## config.mk

```make
export PLATFORM = sky130hd
export DESIGN_NAME = br_update_unit_flat
export DESIGN_NICKNAME = d
export VERILOG_FILES = /design/src/rtl/br_update_unit_if.sv /design/src/rtl/br_update_unit.sv /design/src/flat_wrapper.sv
export SDC_FILE = /design/constraint.sdc
export NUM_CORES = 1
export LEC_CHECK = 0
export BUFFER_PORTS_ARGS = -buffer_cell sky130_fd_sc_hd__buf_4
export CORE_ASPECT_RATIO = 0.8
export CORE_MARGIN = 10
export CORE_UTILIZATION = 57
export CTS_CLUSTER_SIZE = 14
export DETAILED_ROUTE_END_ITERATION = 12
export GPL_ROUTABILITY_DRIVEN = 0
export PLACE_DENSITY = 0.84
export SLEW_MARGIN = 0
export SYNTH_ARGS = -nofsm -noshare
export SYNTH_HDL_FRONTEND = slang
export SYNTH_SLANG_ARGS = --single-unit
export TNS_END_PERCENT = 50
```

## constraint.sdc

```tcl
create_clock -name clk_i -period 4.2 [get_ports clk_i]
set_input_delay 0.42 -clock clk_i [delete_from_list [all_inputs] [get_ports clk_i]]
set_output_delay 0.42 -clock clk_i [all_outputs]
set_load 0.1 [all_outputs]
```

## src/rtl/br_update_unit_if.sv

```systemverilog
// Bus between the fetch/EX pipeline and the branch update unit: fetch-side
// allocation, EX resolution and the registered PHT update port.
interface br_update_unit_if #(
    parameter int INDEX_WIDTH = 8,
    parameter int DEPTH       = 4
);
    localparam int CNT_W = $clog2(DEPTH) + 1;

    logic                   fetch_valid_i;
    logic                   fetch_is_br_i;
    logic [31:0]            fetch_pc_i;
    logic [INDEX_WIDTH-1:0] rd_index_o;
    logic                   pred_taken_i;
    logic                   alloc_ready_o;
    logic                   resolve_valid_i;
    logic                   resolve_taken_i;
    logic                   flush_i;
    logic                   update_en_o;
    logic [INDEX_WIDTH-1:0] update_index_o;
    logic                   br_taken_o;
    logic                   mispredict_o;
    logic [INDEX_WIDTH-1:0] spec_ghr_o;
    logic [CNT_W-1:0]       count_o;

    modport master (
        output fetch_valid_i, fetch_is_br_i, fetch_pc_i, pred_taken_i,
        output resolve_valid_i, resolve_taken_i, flush_i,
        input  rd_index_o, alloc_ready_o, update_en_o, update_index_o,
        input  br_taken_o, mispredict_o, spec_ghr_o, count_o
    );

    modport slave (
        input  fetch_valid_i, fetch_is_br_i, fetch_pc_i, pred_taken_i,
        input  resolve_valid_i, resolve_taken_i, flush_i,
        output rd_index_o, alloc_ready_o, update_en_o, update_index_o,
        output br_taken_o, mispredict_o, spec_ghr_o, count_o
    );
endinterface

```

## src/rtl/br_update_unit.sv

```systemverilog
// gshare PHT controller: read index generation, in-order in-flight branch
// queue, speculative/architectural GHRs and registered PHT update port.
module br_update_unit #(
    parameter int INDEX_WIDTH = 8,
    parameter int DEPTH       = 4
) (
    input  logic            clk_i,
    input  logic            rst_ni,
    br_update_unit_if.slave bus
);
    localparam int W     = INDEX_WIDTH;
    localparam int PTR_W = $clog2(DEPTH);
    localparam int CNT_W = PTR_W + 1;

    // Entry = {index, predicted taken}
    logic [W:0]       r_mem [DEPTH];
    logic [PTR_W-1:0] r_head;
    logic [PTR_W-1:0] r_tail;
    logic [CNT_W-1:0] r_count;
    logic [W-1:0]     r_spec_ghr;
    logic [W-1:0]     r_arch_ghr;

    logic             r_upd_vld_p1;
    logic [W-1:0]     r_upd_idx_p1;
    logic             r_upd_taken_p1;
    logic             r_mispredict_p1;

    logic [W-1:0]     w_rd_index;
    logic             w_alloc_ready;
    logic             w_alloc;
    logic             w_resolve;
    logic [W-1:0]     w_head_idx;
    logic             w_head_pred;
    logic             w_mispredict;
    logic             w_clear;
    logic             w_push;
    logic [W-1:0]     w_arch_next;
    logic [W-1:0]     w_spec_next;
    logic             w_pc_unused;

    assign w_pc_unused   = ^{bus.fetch_pc_i[31:W+2], bus.fetch_pc_i[1:0]};

    assign w_rd_index    = bus.fetch_pc_i[W+1:2] ^ r_spec_ghr;
    assign w_alloc_ready = (r_count < CNT_W'(DEPTH));
    assign w_alloc       = bus.fetch_valid_i & bus.fetch_is_br_i & w_alloc_ready;
    assign w_resolve     = bus.resolve_valid_i & (r_count != '0);
    assign w_head_idx    = r_mem[r_head][W:1];
    assign w_head_pred   = r_mem[r_head][0];
    assign w_mispredict  = w_resolve & (w_head_pred != bus.resolve_taken_i);
    // A mispredict or flush discards every younger entry, including a same-cycle alloc
    assign w_clear       = w_mispredict | bus.flush_i;
    assign w_push        = w_alloc & ~w_clear;

    always_comb begin
        w_arch_next = r_arch_ghr;
        if (w_resolve) begin
            w_arch_next = {r_arch_ghr[W-2:0], bus.resolve_taken_i};
        end
        w_spec_next = r_spec_ghr;
        if (w_clear) begin
            w_spec_next = w_arch_next;
        end else if (w_push) begin
            w_spec_next = {r_spec_ghr[W-2:0], bus.pred_taken_i};
        end
    end

    always_ff @(posedge clk_i or negedge rst_ni) begin
        if (!rst_ni) begin
            r_head     <= '0;
            r_tail     <= '0;
            r_count    <= '0;
            r_spec_ghr <= '0;
            r_arch_ghr <= '0;
        end else begin
            r_spec_ghr <= w_spec_next;
            r_arch_ghr <= w_arch_next;
            if (w_clear) begin
                r_head  <= '0;
                r_tail  <= '0;
                r_count <= '0;
            end else begin
                r_head  <= r_head + PTR_W'(w_resolve);
                r_tail  <= r_tail + PTR_W'(w_push);
                r_count <= r_count + CNT_W'(w_push) - CNT_W'(w_resolve);
            end
        end
    end

    always_ff @(posedge clk_i) begin
        if (w_push) begin
            r_mem[r_tail] <= {w_rd_index, bus.pred_taken_i};
        end
    end

    // p1: registered PHT update, one cycle after resolve
    always_ff @(posedge clk_i or negedge rst_ni) begin
        if (!rst_ni) begin
            r_upd_vld_p1    <= 1'b0;
            r_upd_idx_p1    <= '0;
            r_upd_taken_p1  <= 1'b0;
            r_mispredict_p1 <= 1'b0;
        end else begin
            r_upd_vld_p1    <= w_resolve;
            r_mispredict_p1 <= w_mispredict;
            if (w_resolve) begin
                r_upd_idx_p1   <= w_head_idx;
                r_upd_taken_p1 <= bus.resolve_taken_i;
            end
        end
    end

    assign bus.rd_index_o     = w_rd_index;
    assign bus.alloc_ready_o  = w_alloc_ready;
    assign bus.update_en_o    = r_upd_vld_p1;
    assign bus.update_index_o = r_upd_idx_p1;
    assign bus.br_taken_o     = r_upd_taken_p1;
    assign bus.mispredict_o   = r_mispredict_p1;
    assign bus.spec_ghr_o     = r_spec_ghr;
    assign bus.count_o        = r_count;
endmodule
```

## src/flat_wrapper.sv

```systemverilog
// flat-port wrapper written by rule: the top's interface ports become plain ports
module br_update_unit_flat 
#(
    parameter int INDEX_WIDTH = 8,
    parameter int DEPTH       = 4
)
  (clk_i, rst_ni, bus_fetch_valid_i, bus_fetch_is_br_i, bus_fetch_pc_i, bus_pred_taken_i, bus_resolve_valid_i, bus_resolve_taken_i, bus_flush_i, bus_rd_index_o, bus_alloc_ready_o, bus_update_en_o, bus_update_index_o, bus_br_taken_o, bus_mispredict_o, bus_spec_ghr_o, bus_count_o);
  br_update_unit_if #(.INDEX_WIDTH(INDEX_WIDTH), .DEPTH(DEPTH)) bus_i ();
  input  logic clk_i;
  input  logic rst_ni;
  input wire logic [$bits(bus_i.fetch_valid_i)-1:0] bus_fetch_valid_i;
  input wire logic [$bits(bus_i.fetch_is_br_i)-1:0] bus_fetch_is_br_i;
  input wire logic [$bits(bus_i.fetch_pc_i)-1:0] bus_fetch_pc_i;
  input wire logic [$bits(bus_i.pred_taken_i)-1:0] bus_pred_taken_i;
  input wire logic [$bits(bus_i.resolve_valid_i)-1:0] bus_resolve_valid_i;
  input wire logic [$bits(bus_i.resolve_taken_i)-1:0] bus_resolve_taken_i;
  input wire logic [$bits(bus_i.flush_i)-1:0] bus_flush_i;
  output wire logic [$bits(bus_i.rd_index_o)-1:0] bus_rd_index_o;
  output wire logic [$bits(bus_i.alloc_ready_o)-1:0] bus_alloc_ready_o;
  output wire logic [$bits(bus_i.update_en_o)-1:0] bus_update_en_o;
  output wire logic [$bits(bus_i.update_index_o)-1:0] bus_update_index_o;
  output wire logic [$bits(bus_i.br_taken_o)-1:0] bus_br_taken_o;
  output wire logic [$bits(bus_i.mispredict_o)-1:0] bus_mispredict_o;
  output wire logic [$bits(bus_i.spec_ghr_o)-1:0] bus_spec_ghr_o;
  output wire logic [$bits(bus_i.count_o)-1:0] bus_count_o;
  assign bus_i.fetch_valid_i = bus_fetch_valid_i;
  assign bus_i.fetch_is_br_i = bus_fetch_is_br_i;
  assign bus_i.fetch_pc_i = bus_fetch_pc_i;
  assign bus_i.pred_taken_i = bus_pred_taken_i;
  assign bus_i.resolve_valid_i = bus_resolve_valid_i;
  assign bus_i.resolve_taken_i = bus_resolve_taken_i;
  assign bus_i.flush_i = bus_flush_i;
  assign bus_rd_index_o = bus_i.rd_index_o;
  assign bus_alloc_ready_o = bus_i.alloc_ready_o;
  assign bus_update_en_o = bus_i.update_en_o;
  assign bus_update_index_o = bus_i.update_index_o;
  assign bus_br_taken_o = bus_i.br_taken_o;
  assign bus_mispredict_o = bus_i.mispredict_o;
  assign bus_spec_ghr_o = bus_i.spec_ghr_o;
  assign bus_count_o = bus_i.count_o;
  br_update_unit #(.INDEX_WIDTH(INDEX_WIDTH), .DEPTH(DEPTH)) u_core (.clk_i(clk_i), .rst_ni(rst_ni), .bus(bus_i));
endmodule
```

# Word level (Yosys, flattened, before mapping)
# Memories as Yosys holds them, arrays and structs flattened.
# Cells that the tools add are included.
# op_classes
addsub,4
n_lt_le_gt_ge,1
eq_ne,1
mux,8
n_bitwise,8
n_reduce_logical,2
# ops
operator,n
8-bit two-way mux,3
8-bit XOR,1
1-bit bitwise AND,5
2-bit by 1-bit adder with 2-bit output,2
2-bit two-way mux,2
3-bit by 1-bit adder with 3-bit output,1
3-bit less-than comparator (second input constant),1
3-bit two-way mux,1
3-bit nonzero test,1
3-bit by 1-bit subtractor with 3-bit output,1
1-bit two-way mux,2
2-bit nonzero test,1
1-bit inequality test,1
1-bit inverter,1
1-bit OR,1
# totals
regBits,34
mem_bits_rw,36
word_cells,34
n_memories,1
# memory_table
memory,words,width,rd,rd_ports_with_merged_regs,write_ports,line_no,rtl
u_core.r_mem,4,9,1,0,1,br_update_unit.sv:16,logic [W:0] r_mem [DEPTH];

# Logic depth before layout (Yosys ltp)
# Gate-level depths: netlist of run 1.
# depth
word_depth,9
ltp_mapped,12

# Worst setup path after synthesis of run 1
# Ideal clock, no wire load.
# synth_path
kind,register to register
from,register u_core.r_count[1] (netlist: u_core.bus.count_o[1])
to,register u_core.r_count[2] (netlist: u_core.bus.count_o[2])
setup_ns,0.127
arrival_ns,3.234
required_time_ns,4.073
path_slack_ns,0.839
path_stages_with_launch,13
path_buffers,2
period_less_slack_ns,3.361
cell_sequence,dfrtp_1 -> o31ai_1 -> inv_1 -> clkbuf_1 -> clkbuf_1 -> ha_1 -> inv_1 -> ha_1 -> inv_1 -> fa_1 -> xor2_1 -> xnor2_1 -> nor2_1
# synth_between
elab_chain_len,9
# synth_rtl
item,line_no,rtl
from (decl),br_update_unit.sv:19,logic [CNT_W-1:0] r_count;
from (signal assigned),br_update_unit.sv:84,r_count <= r_count + CNT_W'(w_push) - CNT_W'(w_resolve);
3-bit nonzero test (*),br_update_unit.sv:46,assign w_resolve = bus.resolve_valid_i & (r_count != '0);
1-bit bitwise AND (*),br_update_unit.sv:46,
net u_core.w_resolve,br_update_unit.sv:31,logic w_resolve;
1-bit bitwise AND,br_update_unit.sv:49,assign w_mispredict = w_resolve & (w_head_pred != bus.resolve_taken_i);
1-bit OR,br_update_unit.sv:51,assign w_clear = w_mispredict | bus.flush_i;
1-bit inverter,br_update_unit.sv:52,assign w_push = w_alloc & ~w_clear;
1-bit bitwise AND,br_update_unit.sv:52,
3-bit by 1-bit adder with 3-bit output,br_update_unit.sv:84,
3-bit by 1-bit subtractor with 3-bit output,br_update_unit.sv:84,
3-bit two-way mux (*),br_update_unit.sv:77,if (w_clear) begin
# Mark *: on every way through the listed nets, which the timed path passes. The rest lies on a longest branch.
# A chain may end at the register's enable or synchronous reset.

# Worst setup path in the final report of run 1
# layout_path
from,register u_core.r_count[1] (netlist: u_core.bus.count_o[1])
to,register u_core.r_count[2] (netlist: u_core.bus.count_o[2])
# layout_between
elab_chain_len,9
# layout_rtl
item,line_no
3-bit nonzero test,br_update_unit.sv:46
1-bit bitwise AND,br_update_unit.sv:46
1-bit bitwise AND,br_update_unit.sv:49
1-bit OR,br_update_unit.sv:51
1-bit inverter,br_update_unit.sv:52
1-bit bitwise AND,br_update_unit.sv:52
3-bit by 1-bit adder with 3-bit output,br_update_unit.sv:84
3-bit by 1-bit subtractor with 3-bit output,br_update_unit.sv:84
3-bit two-way mux (*),br_update_unit.sv:77
# Mark *: on every way between the ends. The rest lies on a longest branch, timed or not.

==> impl_metrics.py, run 1 <==
metrics = {
    "clock_network": {
        "clock_sinks": 70,
        "holdBufCountCts": 0,
        "htree_levels": 3,
        "clk_pin_slew_ns": 0.07,
        "clock-root-buffer": "clkbuf_8",
        "ctsResizeCount": 0,
        "cts_setup_buffers": 0,
        "cts_tree": "done",
        "worst_skew_pair.late_latency_ns": 0.34,
        "cts_buffers": 9,
        "cts.path.max_buffers": 2,
    },
    "grt": {
        "grt_remaining_overflow": 0,
        "grt_pass1_wl_um": 10090,
        "grt_use_total_pct": 15.18,
        "grt_max_degree": 35,
        "grt_pass1_vias": 1933,
        "antenna_found_initial": 0,
    },
    "placement": {
        "port_buffers": 46,
        "dpl.hpwl_um": 4199,
    },
    "timing": {
        "slew_headroom_pct": 46.91,
        "timing.fmax_ghz": 0.3392,
        "period_minus_slack_ns": 2.949,
        "finalHoldViolCount": 0,
        "finalCritPeriodShare_pct": 70.20,
        "rsz0062_at_grt": "false",
        "finalSetupViolCount": 0,
        "worstMarginPinSlew_ns": 0.7955,
        "final.setup.tns_ns": 0,
        "report.final.slew_viol_count": 0,
        "finClkSkew_ns": 0.007300,
    },
    "worst_setup_path": {
        "crit_top_cell": "inv_1",
        "critPathMaxStageDelay_ns": 0.45,
        "crit_slowest_cell": "dfrtp_1",
        "reg2reg_slack_ns": 1.25,
        "reg2reg_from": "u_core.bus.count_o[1]$_DFF_PN0_",
        "arrival_ns": 3.16,
        "cp_cell_sequence": "o31ai_2 > buf_4 > inv_1 > ha_1 > inv_1 > ha_1 > inv_1 > fa_1 > xor2_1 > xnor2_1 > nor2_1",
        "critical_path_class": "register to register",
        "start_kind": "register",
        "reg2reg_to": "u_core.bus.count_o[2]$_DFF_PN0_",
        "r2r_cells": 11,
        "end_kind": "register",
        "crit_path_start": "u_core.bus.count_o[1]$_DFF_PN0_",
        "worstPathRequired_ns": 4.41,
        "crit_family": "adder cells",
        "critPathBufInv": 4,
        "cp_max_fo": 25,
    },
    "drt": {
        "routed_via_density": 5.462,
        "ant_nets": 0,
        "drt-initial-drc-count": 104,
        "routed_wl_um": 6103,
        "via_count": 1819,
        "drtPass1Iterations": 4,
        "drc": 0,
        "routedWlPerCell_um": 18.33,
    },
    "logic_synthesis": {
        "synth.top_cell.area_share_pct": 36.21,
        "synth_cell_types": 34,
        "synth_edf_count": 36,
        "ys.flop_type": "edfxtp_1",
        "syn-instance-count": 210,
        "netlist_area_um2": 2985,
        "synth_common_cells": "nand2_1 (37), edfxtp_1 (36), dfrtp_1 (34), nor2_1 (16), inv_1 (13)",
        "syn_avg_cell_area_um2": 14.22,
        "ys_async_sr_fraction_pct": 48.57,
        "yosysTopAreaCell": "edfxtp_1",
        "yosys-top-cells-area": "edfxtp_1 (36%), dfrtp_1 (28%), mux4_1 (7.0%)",
        "ys_seq_elements": 70,
        "synth_nets": 255,
        "ys_seq_area_share_pct": 64.71,
        "ys_warn_count": 0,
        "synth_most_common_cell": "nand2_1",
    },
    "min_path": {
        "hold_path_class": "input port to asynchronous set/reset pin",
    },
    "finish": {
        "nets": 311,
        "antenna_cells": 0,
        "fillers": 329,
        "layout-drive-gt1-share_pct": 26.94,
        "area_delta_synth_final_pct": 22.30,
    },
    "floorplanning": {
        "row_count": 23,
        "ios": 71,
        "coreArea_um2": 5036,
        "die_y_um": 84.73,
        "die_x_um": 100.9,
        "dieArea_um2": 8550,
        "start_util_pct": 59.28,
    },
    "status": {
        "status": "finished clean",
    },
    "run": {
        "drv_cap": 0,
    },
}
cell families (layout without fill, tap and decap cells):
group                      Yosys count  in the layout  share of synthesized area (%)
AOI/OAI and AO/OA                   23             23                          5.994
xor gates and xnor gates            14             14                          4.736
adders and majority gates            5              5                          2.347
buffers and inverters               20             81                          3.311
DFF                                 70             70                          64.71
muxes                               17             17                          10.48
and+or+nand+nor                     61             61                          8.424
area by class of cell:
cell class | instances | area (um^2) | share of cell area (%)
Inverter | 13 | 48.80 | 1.337
Tap cell | 62 | 77.57 | 2.125
Multi-Input combinational cell | 120 | 972.2 | 26.63
Clock inverter | 4 | 95.09 | 2.605
Clock buffer | 12 | 135.1 | 3.701
Sequential cell | 70 | 1932 | 52.91
Timing Repair Buffer | 52 | 390.4 | 10.69
registers in the layout, indices dropped and copies added, names as in the netlist:
signal / count
u_core.bus.mispredict_o: 1
u_core.bus.update_en_o: 1
u_core.bus.br_taken_o: 1
u_core.r_arch_ghr: 8
u_core.bus.update_index_o: 8
u_core.r_mem: 36
u_core.bus.count_o: 3
u_core.bus.spec_ghr_o: 8
u_core.r_tail: 2
u_core.r_head: 2
worst reg2reg max path, stage by stage, from the launching register on:
cell and delay (ns):
dfrtp_1 0.45, o31ai_2 0.27, buf_4 0.30, inv_1 0.41, ha_1 0.43, inv_1 0.05, ha_1 0.14, inv_1 0.05
fa_1 0.37, xor2_1 0.17, xnor2_1 0.13, nor2_1 0.05
per-layer routing:
metal	up-vias	share of wire, %	GRT usage (%)
li1	868	-	-
met1	878	42	17.99
met2	66	50	24.52
met3	7	7.6	5.979
met4	0	1.2	5.310
met5	-	0	0
worst max path at each step:
stage | to | slack (ns) | cells after the start
finish | u_core.bus.count_o[2]$_DFF_PN0_ | 1.25 | 11
global route | u_core.bus.count_o[2]$_DFF_PN0_ | 1.05 | 11
CTS | u_core.bus.count_o[2]$_DFF_PN0_ | 1.22 | 11
detailed placement | u_core.bus.count_o[2]$_DFF_PN0_ | 1.26 | 11
global placement | u_core.bus.count_o[2]$_DFF_PN0_ | 1.32 | 11
floorplan | u_core.bus.count_o[2]$_DFF_PN0_ | 0.84 | 12
cells in the final DEF (no fill, tap or decap), types with 2 or more instances in the layout:
cell	count
o21ai_0	6
xor2_1	10
buf_4	52
inv_1	13
edfxtp_1	36
a21oi_1	2
and2_1	3
mux4_1	8
clkbuf_1	3
nand2_1	37
xnor2_1	3
bufinv_16	3
nor2_1	16
clkbuf_8	9
dfrtp_1	34
a221oi_1	6
mux2i_1	8
ha_1	4
through the flow:
stage	std cells	hold slack, ns	cell area, um^2	setup WS, ns	utilization (%)
2_1_floorplan	210	0.1244	2985	0.8395	-
3_3_place_gp	317	0.3925	3421	1.321	67.93
3_5_place_dp	317	0.3930	3421	1.258	67.93
4_1_cts	333	0.02789	3651	1.219	72.50
5_1_grt	333	0.03622	3651	1.045	72.50
6_report	333	0.02756	3651	1.251	72.50
Power of run 1 is left out: the tool's default activity adds up to more than one toggle a clock period on the data nets, which glitch-free logic cannot reach.
==> inputs of run 2 (changes only) <==
--- a/config.mk
+++ b/config.mk
@@ -8,11 +8,11 @@
 export BUFFER_PORTS_ARGS = -buffer_cell sky130_fd_sc_hd__buf_4
 export CORE_ASPECT_RATIO = 0.8
 export CORE_MARGIN = 10
-export CORE_UTILIZATION = 57
+export CORE_UTILIZATION = 53
 export CTS_CLUSTER_SIZE = 14
 export DETAILED_ROUTE_END_ITERATION = 12
 export GPL_ROUTABILITY_DRIVEN = 0
-export PLACE_DENSITY = 0.84
+export PLACE_DENSITY = 0.79
 export SLEW_MARGIN = 0
 export SYNTH_ARGS = -nofsm -noshare
 export SYNTH_HDL_FRONTEND = slang
==> constraint.sdc (replaced) <==
create_clock -name clk_i -period 2.95 [get_ports clk_i]
set_input_delay 0.295 -clock clk_i [delete_from_list [all_inputs] [get_ports clk_i]]
set_output_delay 0.295 -clock clk_i [all_outputs]
set_load 0.1 [all_outputs]
==> run 2 against run 1 <==
Effect of this change: critical endpoint unchanged; wire length is 3.0% higher; via count rose by 0.88%; clock skew fell by 0.0026 ns; cell area up 4.1%; sequential share of layout area is 2.0 points lower; core utilization shrank 3.0 points; non-clock buffer count rose by 6; fmax up 16%; critical path depth decreased by 1; setup slack worse by 0.85 ns; sequential cell count is the same; count of clock-buffer cells in the layout is 2 lower.
==> impl_metrics.py, run 2 (synthesized netlist as in run 1, its figures left out) <==
metrics = {
    "finish": {
        "fin_cells": 355,
        "mostFrequentLayoutCells": "buf_4 (57), nand2_1 (37), edfxtp_1 (36), dfrtp_1 (31), nor2_1 (16)",
        "layout_commonest_cell": "buf_4",
        "nets": 317,
        "largest_register": "u_core.r_mem",
        "antenna_cells": 0,
        "area_delta_synth_final_pct": 27.28,
        "layout-drive-gt1-share_pct": 32.13,
        "largest_reg_flops": 36,
        "fin_area_um2": 3800,
    },
    "run": {
        "drv_cap": 0,
    },
    "floorplanning": {
        "dieArea_um2": 9054,
        "die_x_um": 103.9,
        "die_y_um": 87.13,
        "coreArea_um2": 5465,
        "ios": 71,
        "start_util_pct": 54.62,
        "row_count": 24,
    },
    "placement": {
        "dpl.hpwl_um": 4315,
        "post-place-ws_ns": 0.4099,
        "dp.cells": 338,
        "placed_area_um2": 3528,
        "port_buffers": 46,
    },
    "drt": {
        "via_count": 1835,
        "routed_via_density": 5.169,
        "drc": 0,
        "routedWlPerCell_um": 17.71,
        "drt-initial-drc-count": 82,
        "ant_nets": 0,
        "drtPass1Iterations": 5,
        "routed_wl_um": 6286,
    },
    "clock_network": {
        "worst_skew_pair.late_latency_ns": 0.34,
        "cts_buffers": 9,
        "cts_setup_buffers": 0,
        "clk_pin_slew_ns": 0.07,
        "htree_levels": 3,
        "ctsResizeCount": 0,
        "clock_sinks": 70,
        "clock-root-buffer": "clkbuf_8",
        "cts.path.max_buffers": 2,
        "cts_tree": "done",
    },
    "timing": {
        "setup_ws_ns": 0.4060,
        "finalSetupViolCount": 0,
        "period_minus_slack_ns": 2.544,
        "worstMarginPinSlew_ns": 0.5219,
        "finClkSkew_ns": 0.004660,
        "finalCritPeriodShare_pct": 86.24,
        "final.setup.tns_ns": 0,
        "timing.fmax_ghz": 0.3931,
        "rsz0062_at_grt": "false",
        "finalHoldViolCount": 0,
        "report.final.slew_viol_count": 0,
        "slew_headroom_pct": 65.00,
    },
    "grt": {
        "antenna_found_initial": 0,
        "grt_use_total_pct": 14.65,
        "grt_max_degree": 35,
        "grt_pass1_wl_um": 10180,
        "grt_pass1_vias": 1967,
        "grt_remaining_overflow": 0,
    },
    "worst_setup_path": {
        "crit_top_cell": "nor2_1",
        "critPathMaxStageDelay_ns": 0.62,
        "crit_family": "multiplexers",
        "end_kind": "register",
        "critPathBufInv": 1,
        "start_kind": "register",
        "cp_cell_sequence": "mux4_2 > xnor2_4 > o21ai_4 > nor2_1 > ha_1 > inv_1 > fa_1 > xor2_1 > xnor2_1 > nor2_1",
        "crit_slowest_cell": "mux4_2",
        "worstPathRequired_ns": 3.19,
        "critical_path_class": "register to register",
        "arrival_ns": 2.78,
        "cp_max_fo": 4,
    },
    "status": {
        "status": "finished clean",
    },
    "min_path": {
        "hold_path_class": "input port to register",
    },
}
[run 2: cell types whose count changed in the layout (fill, tap and decap cells not counted)]
cell           previous run  this run
buf_4                    52        57
dfrtp_1                  34        31
dfrtp_2                   0         3
xor2_2                    0         7
bufinv_16                 3         4
nor4_1                    1         2
dlygate4sd3_1             0         1
nor4_2                    1         0
clkbuf_1                  3         1
xor2_1                   10         3
clkinv_4                  0         1
[run 2: metrics by stage]
stage	hold slack [ns]	utilization, %
2_1_floorplan	-0.0005911	-
3_3_place_gp	0.2732	64.56
3_5_place_dp	0.2746	64.56
4_1_cts	0.1558	69.53
5_1_grt	0.1541	69.53
6_report	0.1692	69.53
[run 2: worst paths after layout]
check | startpoint | endpoint | slack [ns] | cells after the start
worst max register to register | u_core.r_head[0]$_DFF_PN0_ | u_core.bus.count_o[2]$_DFF_PN0_ | 0.41 | 10
worst max-delay path | u_core.r_head[0]$_DFF_PN0_ | u_core.bus.count_o[2]$_DFF_PN0_ | 0.41 | 10
worst min register to register | u_core.bus.update_index_o[5]$_DFFE_PN0P_ | u_core.bus.update_index_o[5]$_DFFE_PN0P_ | 0.48 | 2
worst min-delay path | bus_pred_taken_i | u_core.r_mem[0][0]$_DFFE_PP_ | 0.17 | 1
min in group asynchronous | rst_ni | u_core.bus.count_o[2]$_DFF_PN0_ | 0.43 | 2
max in group asynchronous | rst_ni | u_core.bus.count_o[0]$_DFF_PN0_ | 2.18 | 2
[run 2: area by class of cell]
| type | count | area, um^2 |
|---|---|---|
| inverter | 13 | 48.80 |
| multi-input combinational | 120 | 1018 |
| clock inverter | 6 | 133.9 |
| clock buffer | 10 | 127.6 |
| timing repair buffer | 58 | 437.9 |
| sequential | 70 | 1936 |
| fill | 393 | 1665 |
| tap | 78 | 97.59 |
[run 2: metal layers]
metal	track usage, %	share of wire (%)	vias to the layer above
met5	0	0	-
met4	4.918	1.4	0
met3	6.065	7.1	9
met2	24.48	49	66
met1	16.91	42	889
li1	-	-	871
[run 2: timing repair]
item	CTS	global route
hold buffers	1	0
hold endpoints to repair	34	0
endpoints found under the setup margin	0	0
Power of run 2 is left out for the same reason.
